<file path="config.mk">
export PLATFORM = sky130hd
export DESIGN_NAME = gpr_writeback_flat
export DESIGN_NICKNAME = d
export VERILOG_FILES = /design/src/rtl/gpr_pkg.sv /design/src/rtl/gpr_writeback_if.sv /design/src/rtl/gpr_writeback_fifo.sv /design/src/rtl/gpr_writeback.sv /design/src/flat_wrapper.sv
export SDC_FILE = /design/constraint.sdc
export NUM_CORES = 1
export LEC_CHECK = 0
export CAP_MARGIN = 20
export CORE_ASPECT_RATIO = 2
export CORE_MARGIN = 1.5
export CORE_UTILIZATION = 55
export DETAILED_ROUTE_END_ITERATION = 10
export GPL_ROUTABILITY_DRIVEN = 0
export PLACE_DENSITY = 0.9
export SYNTH_ARGS = -nofsm -noshare
export SYNTH_HDL_FRONTEND = slang
export SYNTH_SLANG_ARGS = --single-unit
</file>
<file path="constraint.sdc">
create_clock -name clk -period 3.26 [get_ports clk]
set_input_delay 0.652 -clock clk [delete_from_list [all_inputs] [get_ports clk]]
set_output_delay 0.652 -clock clk [all_outputs]
set_load 0.02 [all_outputs]
</file>
<file path="src/rtl/gpr_pkg.sv">
// -----------------------------------------------------------------------------
// gpr_pkg
// Shared definitions for the gpr writeback path: architected widths of the
// gpr register file and the entry type carried through the writeback queue.
// -----------------------------------------------------------------------------
package gpr_pkg;

    localparam int GPR_DATA_W   = 16;
    localparam int GPR_SEL_W    = 4;
    localparam int GPR_NUM_REGS = 8;

    // One pending register write: destination select and value.
    typedef struct packed {
        logic [GPR_SEL_W-1:0]  sel;
        logic [GPR_DATA_W-1:0] data;
    } wb_entry_t;

endpackage : gpr_pkg

</file>
<file path="src/rtl/gpr_writeback_if.sv">
// -----------------------------------------------------------------------------
// gpr_writeback_if
// Producer-side handshake bundle for the writeback stage: one valid/ready
// channel from the ALU and one from the memory unit, each carrying a
// destination select and a result value.
//   master : producer view (drives valid/sel/data, receives ready)
//   slave  : writeback stage view (receives valid/sel/data, drives ready)
// -----------------------------------------------------------------------------
interface gpr_writeback_if
    import gpr_pkg::*;
#(
    parameter int DATA_W = GPR_DATA_W,
    parameter int SEL_W  = GPR_SEL_W
);

    logic              alu_valid;
    logic              alu_ready;
    logic [SEL_W-1:0]  alu_sel;
    logic [DATA_W-1:0] alu_data;

    logic              mem_valid;
    logic              mem_ready;
    logic [SEL_W-1:0]  mem_sel;
    logic [DATA_W-1:0] mem_data;

    modport master (
        output alu_valid, alu_sel, alu_data,
        output mem_valid, mem_sel, mem_data,
        input  alu_ready, mem_ready
    );

    modport slave (
        input  alu_valid, alu_sel, alu_data,
        input  mem_valid, mem_sel, mem_data,
        output alu_ready, mem_ready
    );

endinterface : gpr_writeback_if

</file>
<file path="src/rtl/gpr_writeback_fifo.sv">
// -----------------------------------------------------------------------------
// wb_fifo
// In-order DEPTH-entry queue of wb_entry_t with two ordered push ports and one
// pop port. push_a is always enqueued ahead of push_b when both fire on the
// same edge. The caller guarantees there is room for every push it issues.
// Ports:
//   clk, reset            : clock, synchronous active-high reset
//   push_a, push_a_entry  : older push of the cycle
//   push_b, push_b_entry  : younger push of the cycle
//   pop                   : remove head (ignored when empty)
//   head                  : entry at the read pointer
//   count                 : occupancy, 0..DEPTH
//   entry_valid, entries  : per-slot occupancy flags and slot contents
// -----------------------------------------------------------------------------
module wb_fifo
    import gpr_pkg::*;
#(
    parameter  int DEPTH = 4,
    localparam int PTR_W = $clog2(DEPTH),
    localparam int CNT_W = PTR_W + 1
) (
    input  logic             clk,
    input  logic             reset,
    input  logic             push_a,
    input  wb_entry_t        push_a_entry,
    input  logic             push_b,
    input  wb_entry_t        push_b_entry,
    input  logic             pop,
    output wb_entry_t        head,
    output logic [CNT_W-1:0] count,
    output logic [DEPTH-1:0] entry_valid,
    output wb_entry_t        entries [DEPTH]
);

    wb_entry_t        slots_r [DEPTH];
    logic [PTR_W-1:0] wr_ptr_r;
    logic [PTR_W-1:0] rd_ptr_r;
    logic [CNT_W-1:0] count_r;

    logic [PTR_W-1:0] b_slot_s;
    logic [1:0]       push_cnt_s;
    logic             do_pop_s;
    logic [PTR_W-1:0] off_s;

    // Slot for the younger push and the per-edge push/pop amounts.
    always_comb begin
        if (push_a) begin
            b_slot_s = wr_ptr_r + PTR_W'(1);
        end else begin
            b_slot_s = wr_ptr_r;
        end
        push_cnt_s = {1'b0, push_a} + {1'b0, push_b};
        do_pop_s   = pop && (count_r != CNT_W'(0));
    end

    // Pointer and occupancy bookkeeping; pointers wrap naturally at DEPTH.
    always_ff @(posedge clk) begin
        if (reset) begin
            wr_ptr_r <= PTR_W'(0);
            rd_ptr_r <= PTR_W'(0);
            count_r  <= CNT_W'(0);
        end else begin
            wr_ptr_r <= wr_ptr_r + PTR_W'(push_cnt_s);
            rd_ptr_r <= rd_ptr_r + PTR_W'(do_pop_s);
            count_r  <= count_r + CNT_W'(push_cnt_s) - CNT_W'(do_pop_s);
        end
    end

    // Slot storage; contents only matter while the slot is counted valid.
    always_ff @(posedge clk) begin
        if (!reset && push_a) begin
            slots_r[wr_ptr_r] <= push_a_entry;
        end
        if (!reset && push_b) begin
            slots_r[b_slot_s] <= push_b_entry;
        end
    end

    // A slot is occupied when its distance from the read pointer is below count.
    always_comb begin
        entry_valid = {DEPTH{1'b0}};
        off_s       = {PTR_W{1'b0}};
        for (int i = 0; i < DEPTH; i++) begin
            off_s          = PTR_W'(i) - rd_ptr_r;
            entry_valid[i] = ({1'b0, off_s} < count_r);
        end
    end

    assign head    = slots_r[rd_ptr_r];
    assign count   = count_r;
    assign entries = slots_r;

endmodule : wb_fifo

</file>
<file path="src/rtl/gpr_writeback.sv">
// -----------------------------------------------------------------------------
// gpr_writeback
// Writeback stage feeding the gpr register file. Accepts results from the ALU
// and memory unit, drops writes to non-existent registers, queues the rest in
// acceptance order and retires one per cycle on the registered wb_* port.
// pend_mask flags every register with a write queued or currently presented,
// for read-after-write hazard detection in decode.
// Ports:
//   clk, reset : clock, synchronous active-high reset
//   prod       : producer handshakes (ALU and memory), slave view
//   wb_load    : gpr load
//   wb_sel     : gpr write_select
//   wb_data    : gpr d_in
//   pend_mask  : per-register pending-write flags
//   count      : queue occupancy
// -----------------------------------------------------------------------------
module gpr_writeback
    import gpr_pkg::*;
#(
    parameter  int DATA_W   = GPR_DATA_W,
    parameter  int SEL_W    = GPR_SEL_W,
    parameter  int NUM_REGS = GPR_NUM_REGS,
    parameter  int DEPTH    = 4,
    localparam int CNT_W    = $clog2(DEPTH) + 1
) (
    input  logic                clk,
    input  logic                reset,
    gpr_writeback_if.slave      prod,
    output logic                wb_load,
    output logic [SEL_W-1:0]    wb_sel,
    output logic [DATA_W-1:0]   wb_data,
    output logic [NUM_REGS-1:0] pend_mask,
    output logic [CNT_W-1:0]    count
);

    localparam logic [SEL_W:0] NUM_REGS_X = (SEL_W + 1)'(NUM_REGS);

    logic                mem_ready_s;
    logic                alu_ready_s;
    logic                mem_push_s;
    logic                alu_push_s;
    logic                pop_s;
    wb_entry_t           mem_entry_s;
    wb_entry_t           alu_entry_s;
    wb_entry_t           head_s;
    logic [CNT_W-1:0]    count_s;
    logic [DEPTH-1:0]    entry_valid_s;
    wb_entry_t           entries_s [DEPTH];
    logic [NUM_REGS-1:0] pend_mask_s;

    logic                wb_load_r;
    logic [SEL_W-1:0]    wb_sel_r;
    logic [DATA_W-1:0]   wb_data_r;

    function automatic logic [NUM_REGS-1:0] sel_onehot(input logic [SEL_W-1:0] sel);
        logic [NUM_REGS-1:0] oh;
        oh = {NUM_REGS{1'b0}};
        for (int r = 0; r < NUM_REGS; r++) begin
            oh[r] = (sel == SEL_W'(r));
        end
        return oh;
    endfunction

    // Ready depends only on pre-edge occupancy; ALU gets one slot of margin
    // so that a same-edge mem + ALU pair always fits without looking at pop.
    always_comb begin
        if (reset) begin
            mem_ready_s = 1'b0;
            alu_ready_s = 1'b0;
        end else begin
            mem_ready_s = (count_s < CNT_W'(DEPTH));
            alu_ready_s = (count_s <= CNT_W'(DEPTH - 2));
        end
    end

    assign prod.mem_ready = mem_ready_s;
    assign prod.alu_ready = alu_ready_s;

    // Completed handshakes to an out-of-range register are swallowed here.
    always_comb begin
        mem_push_s  = prod.mem_valid && mem_ready_s && ({1'b0, prod.mem_sel} < NUM_REGS_X);
        alu_push_s  = prod.alu_valid && alu_ready_s && ({1'b0, prod.alu_sel} < NUM_REGS_X);
        mem_entry_s = '{sel: prod.mem_sel, data: prod.mem_data};
        alu_entry_s = '{sel: prod.alu_sel, data: prod.alu_data};
        pop_s       = (count_s != CNT_W'(0));
    end

    // Memory result is the older of a same-edge pair, so it goes on port a.
    wb_fifo #(
        .DEPTH (DEPTH)
    ) u_fifo (
        .clk          (clk),
        .reset        (reset),
        .push_a       (mem_push_s),
        .push_a_entry (mem_entry_s),
        .push_b       (alu_push_s),
        .push_b_entry (alu_entry_s),
        .pop          (pop_s),
        .head         (head_s),
        .count        (count_s),
        .entry_valid  (entry_valid_s),
        .entries      (entries_s)
    );

    // Retire register: present the head for one cycle; sel/data hold when idle.
    always_ff @(posedge clk) begin
        if (reset) begin
            wb_load_r <= 1'b0;
            wb_sel_r  <= SEL_W'(0);
            wb_data_r <= DATA_W'(0);
        end else if (pop_s) begin
            wb_load_r <= 1'b1;
            wb_sel_r  <= head_s.sel;
            wb_data_r <= head_s.data;
        end else begin
            wb_load_r <= 1'b0;
        end
    end

    // Pending writes: every occupied queue slot plus the write on the wb port.
    always_comb begin
        pend_mask_s = {NUM_REGS{1'b0}};
        for (int i = 0; i < DEPTH; i++) begin
            if (entry_valid_s[i]) begin
                pend_mask_s = pend_mask_s | sel_onehot(entries_s[i].sel);
            end else begin
                pend_mask_s = pend_mask_s;
            end
        end
        if (wb_load_r) begin
            pend_mask_s = pend_mask_s | sel_onehot(wb_sel_r);
        end else begin
            pend_mask_s = pend_mask_s;
        end
    end

    assign wb_load   = wb_load_r;
    assign wb_sel    = wb_sel_r;
    assign wb_data   = wb_data_r;
    assign pend_mask = pend_mask_s;
    assign count     = count_s;

endmodule : gpr_writeback

</file>
<file path="src/flat_wrapper.sv">
// flat-port wrapper written by rule: the top's interface ports become plain ports
module gpr_writeback_flat import gpr_pkg::*;
#(
    parameter  int DATA_W   = GPR_DATA_W,
    parameter  int SEL_W    = GPR_SEL_W,
    parameter  int NUM_REGS = GPR_NUM_REGS,
    parameter  int DEPTH    = 4,
    localparam int CNT_W    = $clog2(DEPTH) + 1
)
  (clk, reset, wb_load, wb_sel, wb_data, pend_mask, count, prod_alu_valid, prod_alu_sel, prod_alu_data, prod_mem_valid, prod_mem_sel, prod_mem_data, prod_alu_ready, prod_mem_ready);
  gpr_writeback_if #(.DATA_W(DATA_W), .SEL_W(SEL_W)) prod_i ();
  input  logic clk;
  input  logic reset;
  output logic wb_load;
  output logic [SEL_W-1:0] wb_sel;
  output logic [DATA_W-1:0] wb_data;
  output logic [NUM_REGS-1:0] pend_mask;
  output logic [CNT_W-1:0] count;
  input wire logic [$bits(prod_i.alu_valid)-1:0] prod_alu_valid;
  input wire logic [$bits(prod_i.alu_sel)-1:0] prod_alu_sel;
  input wire logic [$bits(prod_i.alu_data)-1:0] prod_alu_data;
  input wire logic [$bits(prod_i.mem_valid)-1:0] prod_mem_valid;
  input wire logic [$bits(prod_i.mem_sel)-1:0] prod_mem_sel;
  input wire logic [$bits(prod_i.mem_data)-1:0] prod_mem_data;
  output wire logic [$bits(prod_i.alu_ready)-1:0] prod_alu_ready;
  output wire logic [$bits(prod_i.mem_ready)-1:0] prod_mem_ready;
  assign prod_i.alu_valid = prod_alu_valid;
  assign prod_i.alu_sel = prod_alu_sel;
  assign prod_i.alu_data = prod_alu_data;
  assign prod_i.mem_valid = prod_mem_valid;
  assign prod_i.mem_sel = prod_mem_sel;
  assign prod_i.mem_data = prod_mem_data;
  assign prod_alu_ready = prod_i.alu_ready;
  assign prod_mem_ready = prod_i.mem_ready;
  gpr_writeback #(.DATA_W(DATA_W), .SEL_W(SEL_W), .NUM_REGS(NUM_REGS), .DEPTH(DEPTH)) u_core (.clk(clk), .reset(reset), .prod(prod_i), .wb_load(wb_load), .wb_sel(wb_sel), .wb_data(wb_data), .pend_mask(pend_mask), .count(count));
endmodule
</file>
# After elaboration in Yosys (flattened, before gate mapping)
# Index checks and enable logic that the tools add are counted.
[classes] magnitude_cmp=13 bitwise_logic=7 addsub=10 eq_ne=35 reduce_logical=15 n_mux=20
[ops] cell="bitwise mux 80 bit" n=2
[ops] cell="two-way mux 80 bit" n=2
[ops] cell="demux 20 bit (select 2 bit)" n=2
[ops] cell="== test 4 x 3 -> 1 bit, second input constant" n=20
[ops] cell="two-way mux 20 bit" n=4
[ops] cell="binary-select mux 20 bit (select 2 bit)" n=1
[ops] cell="== test 4 x 2 -> 1 bit, second input constant" n=10
[ops] cell="two-way mux 8 bit" n=5
[ops] cell="OR 8 bit" n=4
[ops] cell="== test 4 x 1 -> 1 bit, second input constant" n=5
[ops] cell="logical NOT 4 bit" n=5
[ops] cell="less-than comparator 2 x 3 -> 1 bit" n=4
[ops] cell=">= comparator 3 bit, second input constant" n=3
[ops] cell="NOT 2 -> 3 bit" n=3
[ops] cell="logical AND 1 bit" n=8
[ops] cell="less-than comparator 4 bit, second input constant" n=2
[ops] cell="less-than comparator 3 x 1 -> 1 bit, second input constant" n=2
[ops] cell="subtractor 1 x 2 -> 2 bit, first input constant" n=2
[ops] cell="subtractor 2 bit, first input constant" n=2
[ops] cell="adder 3 x 2 -> 3 bit" n=1
[ops] cell="<= comparator 3 x 2 -> 1 bit, second input constant" n=1
[ops] cell="less-than comparator 3 bit, second input constant" n=1
[ops] cell="two-way mux 1 bit" n=3
[ops] cell="nonzero test 3 bit" n=1
[ops] cell="7 further kinds" n=7
[totals] register_bits=108 elab_cells=114

# Longest topological paths before layout
[depth] word_depth=12 ltp_mapped=12 mapped_depth_nobuf=12

# Modules after synthesis
# A second synthesis with hierarchy kept.
[hier_totals] hier_cells=514 hier_area_um2=6512.5
[by_module_without_submodules] mod="wb_fifo" instances=1 area_each_um2=5343.9 seq_area_each_um2=1741.7 cells_each=356
[by_module_without_submodules] mod="gpr_writeback" instances=1 area_each_um2=1168.6 seq_area_each_um2=420.4 cells_each=158

# Least setup slack after synthesis
# Ideal clock, no wire load.
[synth_path] path_kind="input port to flip-flop" startpoint="in reset" endpoint="reg u_core.u_fifo.count_r[2], in the netlist u_core.u_fifo.count[2]" cell_stages=12 t_required_ns=3.132 n_path_buf=0 path_slack_ns=0.181 setup_time_ns=0.128 arrival_ns=2.952 cell_sequence="a211oi_1 -> nand3b_1 -> inv_1 -> ha_1 -> inv_1 -> ha_1 -> inv_1 -> ha_1 -> fa_1 -> xor2_1 -> xnor2_1 -> nor2_1"
[synth_between] elab_chain_cells=6 word_cells_on_any_way=9 classes_between="add/sub: 3; mux: 2; reduce/logical: 4"
[synth_rtl] element="start: declaration" line_no="flat_wrapper.sv:13" text="input logic reset;"
[synth_rtl] element="two-way mux 1 bit" line_no="gpr_writeback.sv:67" text="if (reset) begin"
[synth_rtl] element="logical AND 1 bit, on equally long branches (2 in a row)" line_no="gpr_writeback.sv:81, gpr_writeback.sv:82"
[synth_rtl] element="adder 1 x 1 -> 2 bit" line_no="gpr_writeback_fifo.sv:52" text="push_cnt_s = {1'b0, push_a} + {1'b0, push_b};"
[synth_rtl] element="adder 3 x 2 -> 3 bit" line_no="gpr_writeback_fifo.sv:65" text="count_r <= count_r + CNT_W'(push_cnt_s) - CNT_W'(do_pop_s);"
[synth_rtl] element="subtractor 3 x 1 -> 3 bit" line_no="gpr_writeback_fifo.sv:65"
[synth_rtl] element="end signal: assignment" line_no="gpr_writeback_fifo.sv:65"
[synth_rtl] element="end: declaration" line_no="gpr_writeback_fifo.sv:38" text="logic [CNT_W-1:0] count_r;"
# Parallel ways exist; a longest one is shown, timed or not.
# A chain may end at the register's enable or synchronous reset.

# Final worst setup path
[layout_path] startpoint="reg u_core.u_fifo.rd_ptr_r[1]" endpoint="out pend_mask[2]"
[layout_between] elab_chain_cells=11 word_cells_on_any_way=17 classes_between="add/sub: 4; order compare: 4; mux: 5; bitwise: 4"
[layout_rtl] element="start: declaration" line_no="gpr_writeback_fifo.sv:37" text="logic [PTR_W-1:0] rd_ptr_r;"
[layout_rtl] element="start signal: assignment" line_no="gpr_writeback_fifo.sv:64" text="rd_ptr_r <= rd_ptr_r + PTR_W'(do_pop_s);"
[layout_rtl] element="subtractor 1 x 2 -> 2 bit" line_no="gpr_writeback_fifo.sv:84" text="off_s = PTR_W'(i) - rd_ptr_r;"
[layout_rtl] element="less-than comparator 2 x 3 -> 1 bit" line_no="gpr_writeback_fifo.sv:85" text="entry_valid[i] = ({1'b0, off_s} < count_r);"
[layout_rtl] element="two-way mux 8 bit" line_no="gpr_writeback.sv:124" text="if (entry_valid_s[i]) begin"
[layout_rtl] element="OR 8 bit" line_no="gpr_writeback.sv:125" text="pend_mask_s = pend_mask_s | sel_onehot(entries_s[i].sel);"
[layout_rtl] element="two-way mux 8 bit" line_no="gpr_writeback.sv:124"
[layout_rtl] element="OR 8 bit" line_no="gpr_writeback.sv:125"
[layout_rtl] element="two-way mux 8 bit" line_no="gpr_writeback.sv:124"
[layout_rtl] element="OR 8 bit" line_no="gpr_writeback.sv:125"
[layout_rtl] element="two-way mux 8 bit (*)" line_no="gpr_writeback.sv:124"
[layout_rtl] element="OR 8 bit" line_no="gpr_writeback.sv:131" text="pend_mask_s = pend_mask_s | sel_onehot(wb_sel_r);"
[layout_rtl] element="two-way mux 8 bit (*)" line_no="gpr_writeback.sv:130" text="if (wb_load_r) begin"
[layout_rtl] element="end: declaration" line_no="flat_wrapper.sv:17" text="output logic [NUM_REGS-1:0] pend_mask;"
# Mark *: on every way between the ends. The rest lies on a longest branch, timed or not.

==> metrics <==
CTS Buf Count=9; worst min-delay path category=register to register; grt ovf=0; Die Width=~75 µm; Largest delay share family, worst path=buffers and inverters; die area=0.0110 mm²; worst r2r path cells=12; I/O pin cnt=78; layout cells sized above 1=32.5%; dpl cell area=slightly below 0.007 mm²; Lkg Pwr=between 2 and 3 nW; layer with the highest usage=met2; hold wc startpoint=u_core.wb_data[14]; largest net degree at the start of global routing=24; Hold Path Sink=u_core.wb_data[14]; DR pass1 iterations=5; post-synthesis cell count=~520; WHS=about 0.45 ns; CTS tree=done; initial drt markers=262; # port buffers=77; post-layout instance area=~0.0071 mm²; clk slew on worst S/H paths=0.07 ns; Worst-Margin Slew=between 0.5 and 0.6 ns; initial antenna violation count=0; CTS sink count=roughly 110; worst reg-to-reg setup slack=around 0.29 ns; Yosys top cell area share=37.9%; grt met3 use=roughly 8.4%; Max stage delay on crit path=between 0.3 and 0.4 ns; met2 Use GR=between 50% and 60%; via count=4558; kind of critical path=register to output port; Startpoint Class=register; min Tclk post-route=3.20 ns; CP Max Fanout=23; Syn Nets=between 500 and 600; area delta synth->final=23.7%; skew final=about 0.0079 ns; Final Hold Fails=0; Clock Latency Late Sink=approximately 0.34 ns; Area contributors post-synth=dfxtp_1 38%, mux2_2 24%, mux4_2 7.9%; Tcrit/Tclk final=a little under 100%; Initial Utilization=a little under three fifths; vias in the first global route=approximately 5100; Storage cell area=roughly 0.0022 mm²; Max-Cap Viols=0; CP cell instances=buf_12, inv_1, ha_1, a211oi_4, nor4b_1, buf_4, a32oi_1, nand4_1, dlygate4sd2_1; Final nets=around 670; post-detail-place hpwl=around 11000 µm; # diodes=0; Post-DRT Antenna Nets=0; Crit-path slowest cell=dfxtp_2; H-tree depth=3; fmax=approximately 310 MHz; # setup viols final=0; reg2reg end=u_core.u_fifo.count[2]; mapped cell area=0.00571 mm²; multi-input logic area=~0.0034 mm²; Vias per Instance=between 6 and 7; number of stages on the worst setup path=9; sequential-to-total area share from yosys stat=a little under two fifths; Yosys top cell by area=dfxtp_1; CP endpoint kind=output port; fin. max-slew vios=0; Pwr Density=just over 900 mW/mm²; Max IR drop VDD=about 600 µV; grt met1 use=~30%; top_reg_cell synth=dfxtp_1; synth warn=0; critical path arrival=about 2.6 ns; clock buffer depth=2; Clock Tree Root=clkbuf_16; RSZ-0062 raised after global routing=no; power consumption=6.57 mW; Site Rows=52; Cell variety after synth=45; Slew headroom=between 60% and 70%; EDFF count, synth=0; r2r startpoint=u_core.u_fifo.count[2]; fraction of registers with async set/reset=0%; DRT Wirelength=15800 µm; required time of the critical path=about 2.6 ns; synthesis-stage register bit count=108; WHS Path Cells=2; Tot GR Track Use=around 31%; Syn Area/Cell=11.0 µm²; Core Box Area=0.0101 mm²; global-route wire length before repair=25200 µm; DRC=0; fillers=about 670; CP bufs+invs=4; # hold bufs at CTS=0; die height=around 150 µm; routed length per placed instance=21.1 µm; status=finished clean
## routing by layer
layer | vias to the layer above | wire length [µm]
li1 | 2061 | -
met1 | 2214 | 5280
met2 | 211 | 8850
met3 | 72 | 763
met4 | 0 | 881
met5 | - | 0
## flip-flops by register name (all words and copies together) (netlist names)
register / cells
u_core.wb_data: 16
u_core.u_fifo.wr_ptr_r: 2
u_core.u_fifo.entries: 80
u_core.wb_sel: 4
u_core.u_fifo.count: 3
u_core.u_fifo.rd_ptr_r: 2
u_core.wb_load: 1
## power breakdown
part / leakage [nW] / total, mW / internal [mW] / switching (mW)
Sequential: 0.893 / 2.29 / 1.86 / 0.430
Combinational: 1.83 / 3.29 / 1.70 / 1.59
Clock: 0.129 / 0.993 / 0.515 / 0.478
Total: 2.86 / 6.57 / 4.07 / 2.50
## worst reg2reg max path, cell delays in order (launching register included)
cell and delay (ns):
dfxtp_1 0.40, buf_4 0.21, or4b_1 0.56, clkinv_2 0.09, ha_1 0.14, inv_1 0.05
ha_1 0.26, inv_1 0.04, ha_1 0.19, fa_1 0.38, xor2_1 0.25, xnor2_1 0.19
nor2_1 0.08
## cells by family (layout without fill, tap and decap cells)
family          count (synthesis)  in the layout  share of synthesized area, %
compound gates                 45             45                          5.04
xor+xnor                        6              6                         0.921
fa+ha+maj                      15             15                          3.42
buf+inv                        50            142                          3.92
flops                         108            108                          37.9
mux                           172            172                          37.9
simple gates                  125            125                          10.9
## what timing repair did
item | in CTS | in global routing
gates cloned | 0 | 0
endpoints found under the hold margin | 0 | 0
gates resized for setup | 16 | 8
endpoints found under the setup margin | 8 | 6
pin swaps | 0 | 2
setup buffers | 0 | 1
## cell usage after synthesis (2+ instances only)
| cell type | n |
|---|---|
| xnor2_1 | 3 |
| o2111ai_1 | 3 |
| a22oi_1 | 2 |
| or3_1 | 2 |
| nand2_1 | 52 |
| buf_2 | 15 |
| and3_1 | 2 |
| a211oi_1 | 4 |
| nand3_1 | 17 |
| nor3b_1 | 5 |
| mux2_2 | 120 |
| nor3_1 | 3 |
| xor2_1 | 3 |
| a21o_1 | 2 |
| dfxtp_1 | 108 |
| clkbuf_1 | 11 |
| nand2b_1 | 5 |
| a32oi_1 | 3 |
| or4_1 | 2 |
| buf_4 | 4 |
| nor2b_1 | 11 |
| nand3b_1 | 4 |
| a21oi_1 | 24 |
| ha_1 | 14 |
| o211ai_1 | 2 |
| nand4_1 | 4 |
| inv_1 | 17 |
| nor2_1 | 12 |
| mux2_1 | 32 |
| mux4_2 | 20 |
## cell usage in the layout, fill, tap and decap left out, drive strengths merged, types with 6 or more instances in the layout
master / count
nand3: 17
ha: 14
dlygate4sd2: 6
nor2b: 11
nor2: 12
clkdlybuf4s50: 69
clkbuf: 10
dfxtp: 108
inv: 18
a21oi: 24
mux4: 20
nand2: 52
mux2: 152
buf: 32
## worst max-delay path by stage
stage,start,to,slack (ns)
2_1_floorplan,reset,u_core.u_fifo.count[2],0.18
3_3_place_gp,reset,u_core.u_fifo.count[2],0.04
3_5_place_dp,reset,u_core.u_fifo.count[2],-0.06
4_1_cts,u_core.u_fifo.rd_ptr_r[1],pend_mask[0],0.13
5_1_grt,u_core.u_fifo.rd_ptr_r[1],pend_mask[7],0.004
6_report,u_core.u_fifo.rd_ptr_r[1],pend_mask[2],0.06
## per-stage QoR
step           setup WS [ns]  setup TNS [ns]  utilization (%)  instances
2_1_floorplan          0.181               0                -        521
3_5_place_dp         -0.0551         -0.0551             66.8        732
6_report              0.0560               0             70.0        748
5_1_grt              0.00421               0             70.0        748
4_1_cts                0.129               0             69.7        747
3_3_place_gp          0.0351               0             66.8        732
## final cells by class
class / instances / area share, %
Multi-Input combinational cell: 363 / 47.9
Sequential cell: 108 / 30.7
Timing Repair Buffer: 109 / 14.3
Clock buffer: 9 / 3.19
Tap cell: 135 / 2.39
Inverter: 18 / 0.974
Clock inverter: 6 / 0.585
No activity file was read; power rests on OpenSTA's default activity.
